## src/rtl/wb_stage.sv

```systemverilog
// wb_stage: write-back stage of the MIPS pipeline, sole writer of the
// register file write port.
//
// Ports:
//   cpu_clk_50M, cpu_rst       clock, synchronous active-high reset
//   in_valid / in_ready        handshake with the MEM stage
//   in_wreg, in_wa             GPR write request and destination
//   in_alu_res                 non-load write data
//   in_is_load, in_ld_type     load flag and type (0 LB,1 LBU,2 LH,3 LHU,4 LW)
//   in_addr_lo                 low two bits of the load address
//   dm_rvalid, dm_rdata        data memory read return
//   rfwe, rfwa, rfwd           registered register file write
//   fwd_valid, fwd_wa, fwd_wd  forwarding copy of rfwe/rfwa/rfwd
//   ld_pending, ld_pending_wa  load waiting for data and its destination
//   ld_err                     one-cycle pulse: misaligned/illegal/timed-out load
//   retire_cnt                 count of performed register writes
module wb_stage #(
  parameter int LOAD_TIMEOUT = 16,
  parameter int CNT_W        = 32
) (
  input  logic             cpu_clk_50M,
  input  logic             cpu_rst,
  input  logic             in_valid,
  output logic             in_ready,
  input  logic             in_wreg,
  input  logic [4:0]       in_wa,
  input  logic [31:0]      in_alu_res,
  input  logic             in_is_load,
  input  logic [2:0]       in_ld_type,
  input  logic [1:0]       in_addr_lo,
  input  logic             dm_rvalid,
  input  logic [31:0]      dm_rdata,
  output logic             rfwe,
  output logic [4:0]       rfwa,
  output logic [31:0]      rfwd,
  output logic             fwd_valid,
  output logic [4:0]       fwd_wa,
  output logic [31:0]      fwd_wd,
  output logic             ld_pending,
  output logic [4:0]       ld_pending_wa,
  output logic             ld_err,
  output logic [CNT_W-1:0] retire_cnt
);

  localparam int TW = $clog2(LOAD_TIMEOUT + 1);
  localparam logic [TW-1:0] TLAST = TW'(LOAD_TIMEOUT - 1);

  typedef enum logic {IDLE, WAIT_LOAD} state_t;

  state_t      state, state_nx;
  logic [TW-1:0] tcnt, tcnt_nx;

  // fields of the load being waited on
  logic [2:0]  lat_type;
  logic [1:0]  lat_addr;
  logic [4:0]  lat_wa;
  logic        lat_wreg;
  logic        take_load;

  logic        rfwe_nx, ld_err_nx, pend_nx;
  logic [4:0]  rfwa_nx, pwa_nx;
  logic [31:0] rfwd_nx;
  logic [31:0] ld_data;
  logic [7:0]  byte_sel;
  logic [15:0] half_sel;
  logic        accept, misaligned;

  assign in_ready  = (state == IDLE);
  assign accept    = in_valid && in_ready;
  assign fwd_valid = rfwe;
  assign fwd_wa    = rfwa;
  assign fwd_wd    = rfwd;

  always_comb begin
    misaligned = 1'b0;
    case (in_ld_type)
      3'd0, 3'd1: misaligned = 1'b0;
      3'd2, 3'd3: misaligned = in_addr_lo[0];
      3'd4:       misaligned = (in_addr_lo != 2'd0);
      default:    misaligned = 1'b1;
    endcase
  end

  always_comb begin
    byte_sel = dm_rdata[{lat_addr, 3'b000} +: 8];
    half_sel = dm_rdata[{lat_addr[1], 4'b0000} +: 16];
    case (lat_type)
      3'd0:    ld_data = {{24{byte_sel[7]}}, byte_sel};
      3'd1:    ld_data = {24'd0, byte_sel};
      3'd2:    ld_data = {{16{half_sel[15]}}, half_sel};
      3'd3:    ld_data = {16'd0, half_sel};
      default: ld_data = dm_rdata;
    endcase
  end

  always_comb begin
    state_nx  = state;
    tcnt_nx   = tcnt;
    rfwe_nx   = 1'b0;
    rfwa_nx   = rfwa;
    rfwd_nx   = rfwd;
    ld_err_nx = 1'b0;
    pend_nx   = ld_pending;
    pwa_nx    = ld_pending_wa;
    take_load = 1'b0;
    case (state)
      IDLE: begin
        if (accept) begin
          if (!in_is_load) begin
            if (in_wreg && (in_wa != 5'd0)) begin
              rfwe_nx = 1'b1;
              rfwa_nx = in_wa;
              rfwd_nx = in_alu_res;
            end
          end else if (misaligned) begin
            ld_err_nx = 1'b1;
          end else begin
            take_load = 1'b1;
            state_nx  = WAIT_LOAD;
            pend_nx   = 1'b1;
            pwa_nx    = in_wa;
            tcnt_nx   = '0;
          end
        end
      end
      WAIT_LOAD: begin
        if (dm_rvalid) begin
          state_nx = IDLE;
          pend_nx  = 1'b0;
          if (lat_wreg && (lat_wa != 5'd0)) begin
            rfwe_nx = 1'b1;
            rfwa_nx = lat_wa;
            rfwd_nx = ld_data;
          end
        end else if (tcnt == TLAST) begin
          state_nx  = IDLE;
          pend_nx   = 1'b0;
          ld_err_nx = 1'b1;
        end else begin
          tcnt_nx = tcnt + 1'b1;
        end
      end
      default: state_nx = IDLE;
    endcase
  end

  always_ff @(posedge cpu_clk_50M) begin
    if (cpu_rst) begin
      state         <= IDLE;
      tcnt          <= '0;
      rfwe          <= 1'b0;
      rfwa          <= '0;
      rfwd          <= '0;
      ld_err        <= 1'b0;
      ld_pending    <= 1'b0;
      ld_pending_wa <= '0;
      retire_cnt    <= '0;
      lat_type      <= '0;
      lat_addr      <= '0;
      lat_wa        <= '0;
      lat_wreg      <= 1'b0;
    end else begin
      state         <= state_nx;
      tcnt          <= tcnt_nx;
      rfwe          <= rfwe_nx;
      rfwa          <= rfwa_nx;
      rfwd          <= rfwd_nx;
      ld_err        <= ld_err_nx;
      ld_pending    <= pend_nx;
      ld_pending_wa <= pwa_nx;
      // counts in the same cycle the write becomes visible
      retire_cnt    <= retire_cnt + CNT_W'(rfwe_nx);
      if (take_load) begin
        lat_type <= in_ld_type;
        lat_addr <= in_addr_lo;
        lat_wa   <= in_wa;
        lat_wreg <= in_wreg;
      end
    end
  end

endmodule

```

## config.mk

```make
export PLATFORM = sky130hd
export DESIGN_NAME = wb_stage
export DESIGN_NICKNAME = d
export VERILOG_FILES = /design/src/rtl/wb_stage.sv
export SDC_FILE = /design/constraint.sdc
export NUM_CORES = 1
export LEC_CHECK = 0
export CAP_MARGIN = 5
export CORE_ASPECT_RATIO = 1.4
export CORE_UTILIZATION = 40
export DETAILED_ROUTE_END_ITERATION = 6
export PLACE_DENSITY = 0.73
export SLEW_MARGIN = 20
export SYNTH_ARGS = -nofsm -noshare
export SYNTH_HDL_FRONTEND = slang
export SYNTH_SLANG_ARGS = --single-unit
```

## constraint.sdc

```tcl
create_clock -name cpu_clk_50M -period 4.1 [get_ports cpu_clk_50M]
set_input_delay 0.41 -clock cpu_clk_50M [delete_from_list [all_inputs] [get_ports cpu_clk_50M]]
set_output_delay 0.41 -clock cpu_clk_50M [all_outputs]
set_load 0.02 [all_outputs]
```

==> impl_metrics.env, run 1 <==
export IMPL_ff2ff_path_depth=10
export IMPL_ys_seq_area_share_pct=38.8
export IMPL_path_class="register to register"
export IMPL_critPathCaptureType="register"
export IMPL_nNetsFinal=793
export IMPL_syn_nets=656
export IMPL_synth_main_ff_cell="dfxtp_1"
export IMPL_min_period_ns=3.26
export IMPL_core_um2=11800
export IMPL_cts_tree="yes"
export IMPL_grt_max_degree=96
export IMPL_synth_avg_cell_area_um2=8.48
export IMPL_clock_path_buffers=2
export IMPL_worst_path_max_fanout=15
export IMPL_vias=4720
export IMPL_cts_sinks=94
export IMPL_io_pins=196
export IMPL_arrival_ns=3.45
export IMPL_dp_slack_ns=0.609
export IMPL_layout_commonest_cell="clkdlybuf4s50_1"
export IMPL_clk_latency_ns=0.35
export IMPL_setup_viol=0
export IMPL_setup_tns_final_ns=0
export IMPL_start_kind="register"
export IMPL_clk_pin_slew_worst_paths_ns=0.07
export IMPL_worstMarginPinSlew_ns=1.09
export IMPL_holdCritStartpoint="ld_pending_wa[2]"
export IMPL_max_freq_ghz=0.307
export IMPL_holdCritPathClass="register to register"
export IMPL_fin_crit_sh_pct=79.4
export IMPL_yosysTopAreaCell="dfxtp_1"
export IMPL_layout_common_cells="194 x clkdlybuf4s50_1, 94 x dfxtp_1, 68 x nand2_1"
export IMPL_slew_headroom_pct=27.1
export IMPL_worstPathRequired_ns=4.29
export IMPL_row_count=47
export IMPL_globalplace_congestion=0.852
export IMPL_layout_drive_gt1_share_pct=6.44
export IMPL_dieArea_um2=12600
export IMPL_fp_dieW_um=95.0
export IMPL_status="finished, final reports clean"
export IMPL_r2r_start="state"
export IMPL_root_buffer="clkbuf_16"
export IMPL_drc_errors=0
export IMPL_synth_top_area_share_pct=38.8
export IMPL_holdPathStages=2
export IMPL_vias_per_cell=5.48
export IMPL_r2r_slack_ns=0.84
export IMPL_grt_usage_pct=23.5
export IMPL_clock_skew_final_ns=0.0106
export IMPL_chipHeight_um=132
export IMPL_dp_final_hpwl_mm=10.9
export IMPL_min_to="ld_pending_wa[2]"
export IMPL_cts_setup_buffers=0
export IMPL_syn_inst=572
export IMPL_synth_edf_count=0
export IMPL_maxCapViolCount=0
export IMPL_ys_ff_latch=94
export IMPL_grt_pass1_wl_mm=23.0
export IMPL_initial_core_util_pct=41.0
export IMPL_hold_violations=0
export IMPL_synth_async_sr_flop_share_pct=0
export IMPL_wl_per_cell_um=16.9
export IMPL_cts_repair_resized=0
export IMPL_holdBufCountCts=0
export IMPL_ant_nets=0
export IMPL_wl_mm=14.6
export IMPL_yosys_warnings=0
export IMPL_synth_distinct_cells=57
export IMPL_synth_area_top_cells="dfxtp_1 39%, buf_4 6.3%, a21oi_1 5.3%"
export IMPL_n_antenna_cell=0
export IMPL_power_leakage_uw=0.00245
export IMPL_area_growth_pct=41.3
export IMPL_drt_iter0_markers=198
export IMPL_r2r_end="retire_cnt[26]"
export IMPL_worst_slack_ns=0.844
export IMPL_cts_made_buffers=9
export IMPL_antenna_found_initial=0
export IMPL_port_buffers=195
export IMPL_drt_pass1_iter_count=4
export IMPL_cts_max_level=3
export IMPL_p_per_area_nw_per_um2=306
export IMPL_syn_area_um2=4850
export IMPL_vdd_drop_max_uv=213
export IMPL_grt_setup_unrepaired="false"
export IMPL_grt_pass1_vias=4533
export IMPL_grt_overflow=0
export IMPL_maxSlewViolCount=0
-- cell families (layout without fill, tap and decap cells) --
| family | Yosys count | in the layout | share of synthesized area (%) |
|---|---|---|---|
| simple gates | 195 | 195 | 19.7 |
| compound gates | 146 | 146 | 21.0 |
| flops | 94 | 94 | 38.8 |
| buf+inv | 87 | 229 | 10.4 |
| xor+xnor | 31 | 31 | 5.60 |
| mux | 15 | 15 | 3.46 |
| fa+ha+maj | 4 | 4 | 1.03 |
-- per-stage QoR --
stage | cell area (um^2) | utilization [%] | power, uW | hold slack (ns) | instances
after floorplan | 4850 | - | 1150 | 0.443 | 572
after global placement | 6570 | 55.6 | 1300 | 0.445 | 845
after detailed placement | 6570 | 55.6 | 1310 | 0.448 | 845
after CTS | 6850 | 58.0 | 2110 | 0.463 | 861
after global routing | 6850 | 58.0 | 2180 | 0.476 | 861
final | 6850 | 58.0 | 2100 | 0.460 | 861
-- Yosys cell counts (3+ instances only) --
cell type and n:
dfxtp_1 94, nand2_1 68, nor2_1 55, a21oi_1 51, buf_4 41, xor2_1 25, a211oi_1 23, clkbuf_1 22
a21o_1 14, nand3_1 14, nor3_1 11, o21ai_0 11, inv_1 10, mux2i_1 10, nand4_1 10, and3_1 8
a211oi_2 7, buf_2 7, o211ai_1 6, o221ai_1 6, xnor2_1 6, a211o_1 5, nor2b_1 5, and4_1 4
buf_1 4, ha_1 4, mux2_2 4, nand2b_1 4, a221oi_1 3, a32oi_1 3, or3_1 3
-- where the power goes --
part           switching, uW  total [uW]  internal, uW
logic                    158         327           169
clock network            386         806           420
registers               25.8         962           936
-- flip-flops by register name, indices dropped and copies added, names as in the netlist, 2 cells and up --
register / cells
fwd_wa: 5
fwd_wd: 32
lat_addr: 2
lat_type: 3
lat_wa: 5
ld_pending_wa: 5
retire_cnt: 32
tcnt: 5
-- layout make-up --
type	instances	area, um^2
fillers	1050	4970
inverters	11	41.3
clock inverters	7	56.3
clock buffers	9	225
repair buffers	202	2000
flip-flops and latches	94	1880
well taps	147	184
multi-input cells	391	2460
-- worst max-delay path, cell delays in order (launching register included) --
cell and delay, ns:
dfxtp_1 0.68, o2111a_2 0.54, nor2_4 0.05, inv_2 0.06, ha_1 0.21, ha_1 0.26, inv_1 0.07, nor4_2 0.77
nand4_1 0.21, xor2_1 0.19, nor2_1 0.05
-- layer usage --
metal  wire (um)  up-vias  part of all wire, %  GRT usage, %
met5           0        -                    0             0
met4         554        0                  3.8          11.5
met3         841       32                  5.8          3.86
met2        7330      205                   50          40.5
met1        5830     2221                   40          27.7
li1            -     2262                    -             -
-- worst max path at each step --
stage / from / endpoint / slack, ns / depth (start not counted)
4_1_cts: state / retire_cnt[26] / 0.86 / 10
2_1_floorplan: state / retire_cnt[28] / 1.13 / 14
5_1_grt: state / retire_cnt[26] / 0.58 / 10
3_5_place_dp: dm_rvalid / retire_cnt[24] / 0.61 / 11
6_report: state / retire_cnt[26] / 0.84 / 10
3_3_place_gp: dm_rvalid / retire_cnt[22] / 0.75 / 11
No activity file was read; power rests on OpenSTA's default activity.
==> inputs of run 2 (changes only) <==
==> constraint.sdc (replaced) <==
create_clock -name cpu_clk_50M -period 3.1 [get_ports cpu_clk_50M]
set_input_delay 0.31 -clock cpu_clk_50M [delete_from_list [all_inputs] [get_ports cpu_clk_50M]]
set_output_delay 0.31 -clock cpu_clk_50M [all_outputs]
set_load 0.02 [all_outputs]
==> run 2 against run 1 <==
Die area unchanged. Non-clock buffer count grew 7. Largest cell class unchanged. Count of clock-buffer cells in the layout up 1. Global-route usage decreased by 0.095 points. Largest power group is now the clock network.
==> impl_metrics.env, run 2 (synthesis gave the netlist of run 1 again) <==
export IMPL_grt_overflow=0
export IMPL_grt_pass1_wl_mm=22.7
export IMPL_start_kind="register"
export IMPL_cts_repair_resized=0
export IMPL_r2r_slack_ns=0.51
export IMPL_swShare_pct=24.1
export IMPL_p_int_uw=2280
export IMPL_chipHeight_um=132
export IMPL_cts_max_level=3
export IMPL_min_period_ns=2.59
export IMPL_grt_pass1_vias=4444
export IMPL_worstMarginPinSlew_ns=0.778
export IMPL_drc_errors=0
export IMPL_maxCapViolCount=0
export IMPL_status="finished, final reports clean"
export IMPL_maxSlewViolCount=0
export IMPL_setup_viol=0
export IMPL_p_per_area_nw_per_um2=431
export IMPL_fp_dieW_um=95.0
export IMPL_layout_common_cells="194 x clkdlybuf4s50_1, 94 x dfxtp_1, 68 x nand2_1"
export IMPL_critPathCaptureType="register"
export IMPL_cts_setup_buffers=0
export IMPL_worst_path_max_fanout=10
export IMPL_vias=4750
export IMPL_grt_setup_unrepaired="false"
export IMPL_power_leakage_uw=0.00253
export IMPL_grt_usage_pct=23.4
export IMPL_cts_made_buffers=9
export IMPL_clock_skew_final_ns=0.00664
export IMPL_holdCritPathClass="register to register"
export IMPL_slew_headroom_pct=48.0
export IMPL_max_freq_ghz=0.386
export IMPL_nNetsFinal=800
export IMPL_vdd_drop_max_uv=342
export IMPL_layout_commonest_cell="clkdlybuf4s50_1"
export IMPL_grt_max_degree=62
export IMPL_p_comb_share_pct=14.7
export IMPL_met1Wirelength_mm=5.92
export IMPL_arrival_ns=2.80
export IMPL_holdBufCountCts=0
export IMPL_vias_per_cell=5.47
export IMPL_layout_drive_gt1_share_pct=7.35
export IMPL_hold_violations=0
export IMPL_wl_per_cell_um=17.0
export IMPL_highest_layer="met4"
export IMPL_antenna_found_initial=1
export IMPL_fin_util_pct=59.1
export IMPL_row_count=47
export IMPL_drt_iter0_markers=206
export IMPL_fin_crit_sh_pct=83.6
export IMPL_dieArea_um2=12600
export IMPL_p_sw_uw=726
export IMPL_initial_core_util_pct=41.0
export IMPL_globalplace_congestion=0.836
export IMPL_clk_latency_ns=0.34
export IMPL_port_buffers=195
export IMPL_wl_mm=14.8
export IMPL_io_pins=196
export IMPL_cts_sinks=94
export IMPL_area_growth_pct=44.0
export IMPL_route_met3_wl_um=681
export IMPL_path_class="register to register"
export IMPL_clock_path_buffers=2
export IMPL_ant_nets=0
export IMPL_dr_wl_met2_mm=7.89
export IMPL_p_seq_share_pct=42.1
export IMPL_dp_final_hpwl_mm=11.1
export IMPL_worstPathRequired_ns=3.31
export IMPL_drt_pass1_iter_count=7
export IMPL_root_buffer="clkbuf_16"
export IMPL_core_um2=11800
export IMPL_fin_hold_ws_ns=0.462
export IMPL_clkPwrFrac_pct=43.2
export IMPL_setup_tns_final_ns=0
export IMPL_clk_pin_slew_worst_paths_ns=0.07
export IMPL_cts_tree="yes"
-- run 2: metrics by stage --
step	area, um^2	power [uW]	worst slack (ns)	cells
floorplan	4850	1520	0.132	572
global placement	6620	1730	0.333	852
detailed placement	6620	1730	0.245	852
CTS	6980	3040	0.498	868
global route	6980	3120	0.364	869
finish	6980	3010	0.509	869
-- run 2: critical path: stages (launching register included) --
cell and delay [ns]:
dfxtp_1 0.33, or4_1 0.57, o2111a_2 0.31, nor2_4 0.10
inv_2 0.04, ha_1 0.22, ha_1 0.25, inv_1 0.08
nor4_2 0.04, buf_4 0.18, nand4b_1 0.10, xor2_1 0.17
nor2_1 0.05
-- run 2: layout make-up --
class | instances | area, um^2
Antenna cell | 1 | 2.50
Clock buffer | 10 | 239
Clock inverter | 6 | 118
Fill cell | 1059 | 4840
Inverter | 11 | 41.3
Multi-Input combinational cell | 391 | 2460
Sequential cell | 94 | 1880
Tap cell | 147 | 184
Timing Repair Buffer | 209 | 2050
-- run 2: final timing paths --
kind / end / cells after the start / startpoint
worst max-delay path: retire_cnt[28] / 12 / lat_wa[0]
worst min-delay path: ld_pending_wa[2] / 2 / ld_pending_wa[2]
worst max register to register: retire_cnt[28] / 12 / lat_wa[0]
worst min register to register: ld_pending_wa[2] / 2 / ld_pending_wa[2]
-- run 2: layer usage --
layer  up-vias  GRT usage [%]
li1       2283              -
met4         0           9.76
met1      2285           27.6
met5         -              0
met3        14           3.34
met2       168           41.5
-- run 2: power by group through the flow --
stage / Clock (uW) / Sequential (uW) / Combinational (uW)
floorplan: 0 / 1320 / 202
global placement: 0 / 1290 / 436
detailed placement: 0 / 1290 / 439
CTS: 1330 / 1270 / 442
global route: 1380 / 1270 / 470
finish: 1300 / 1270 / 442
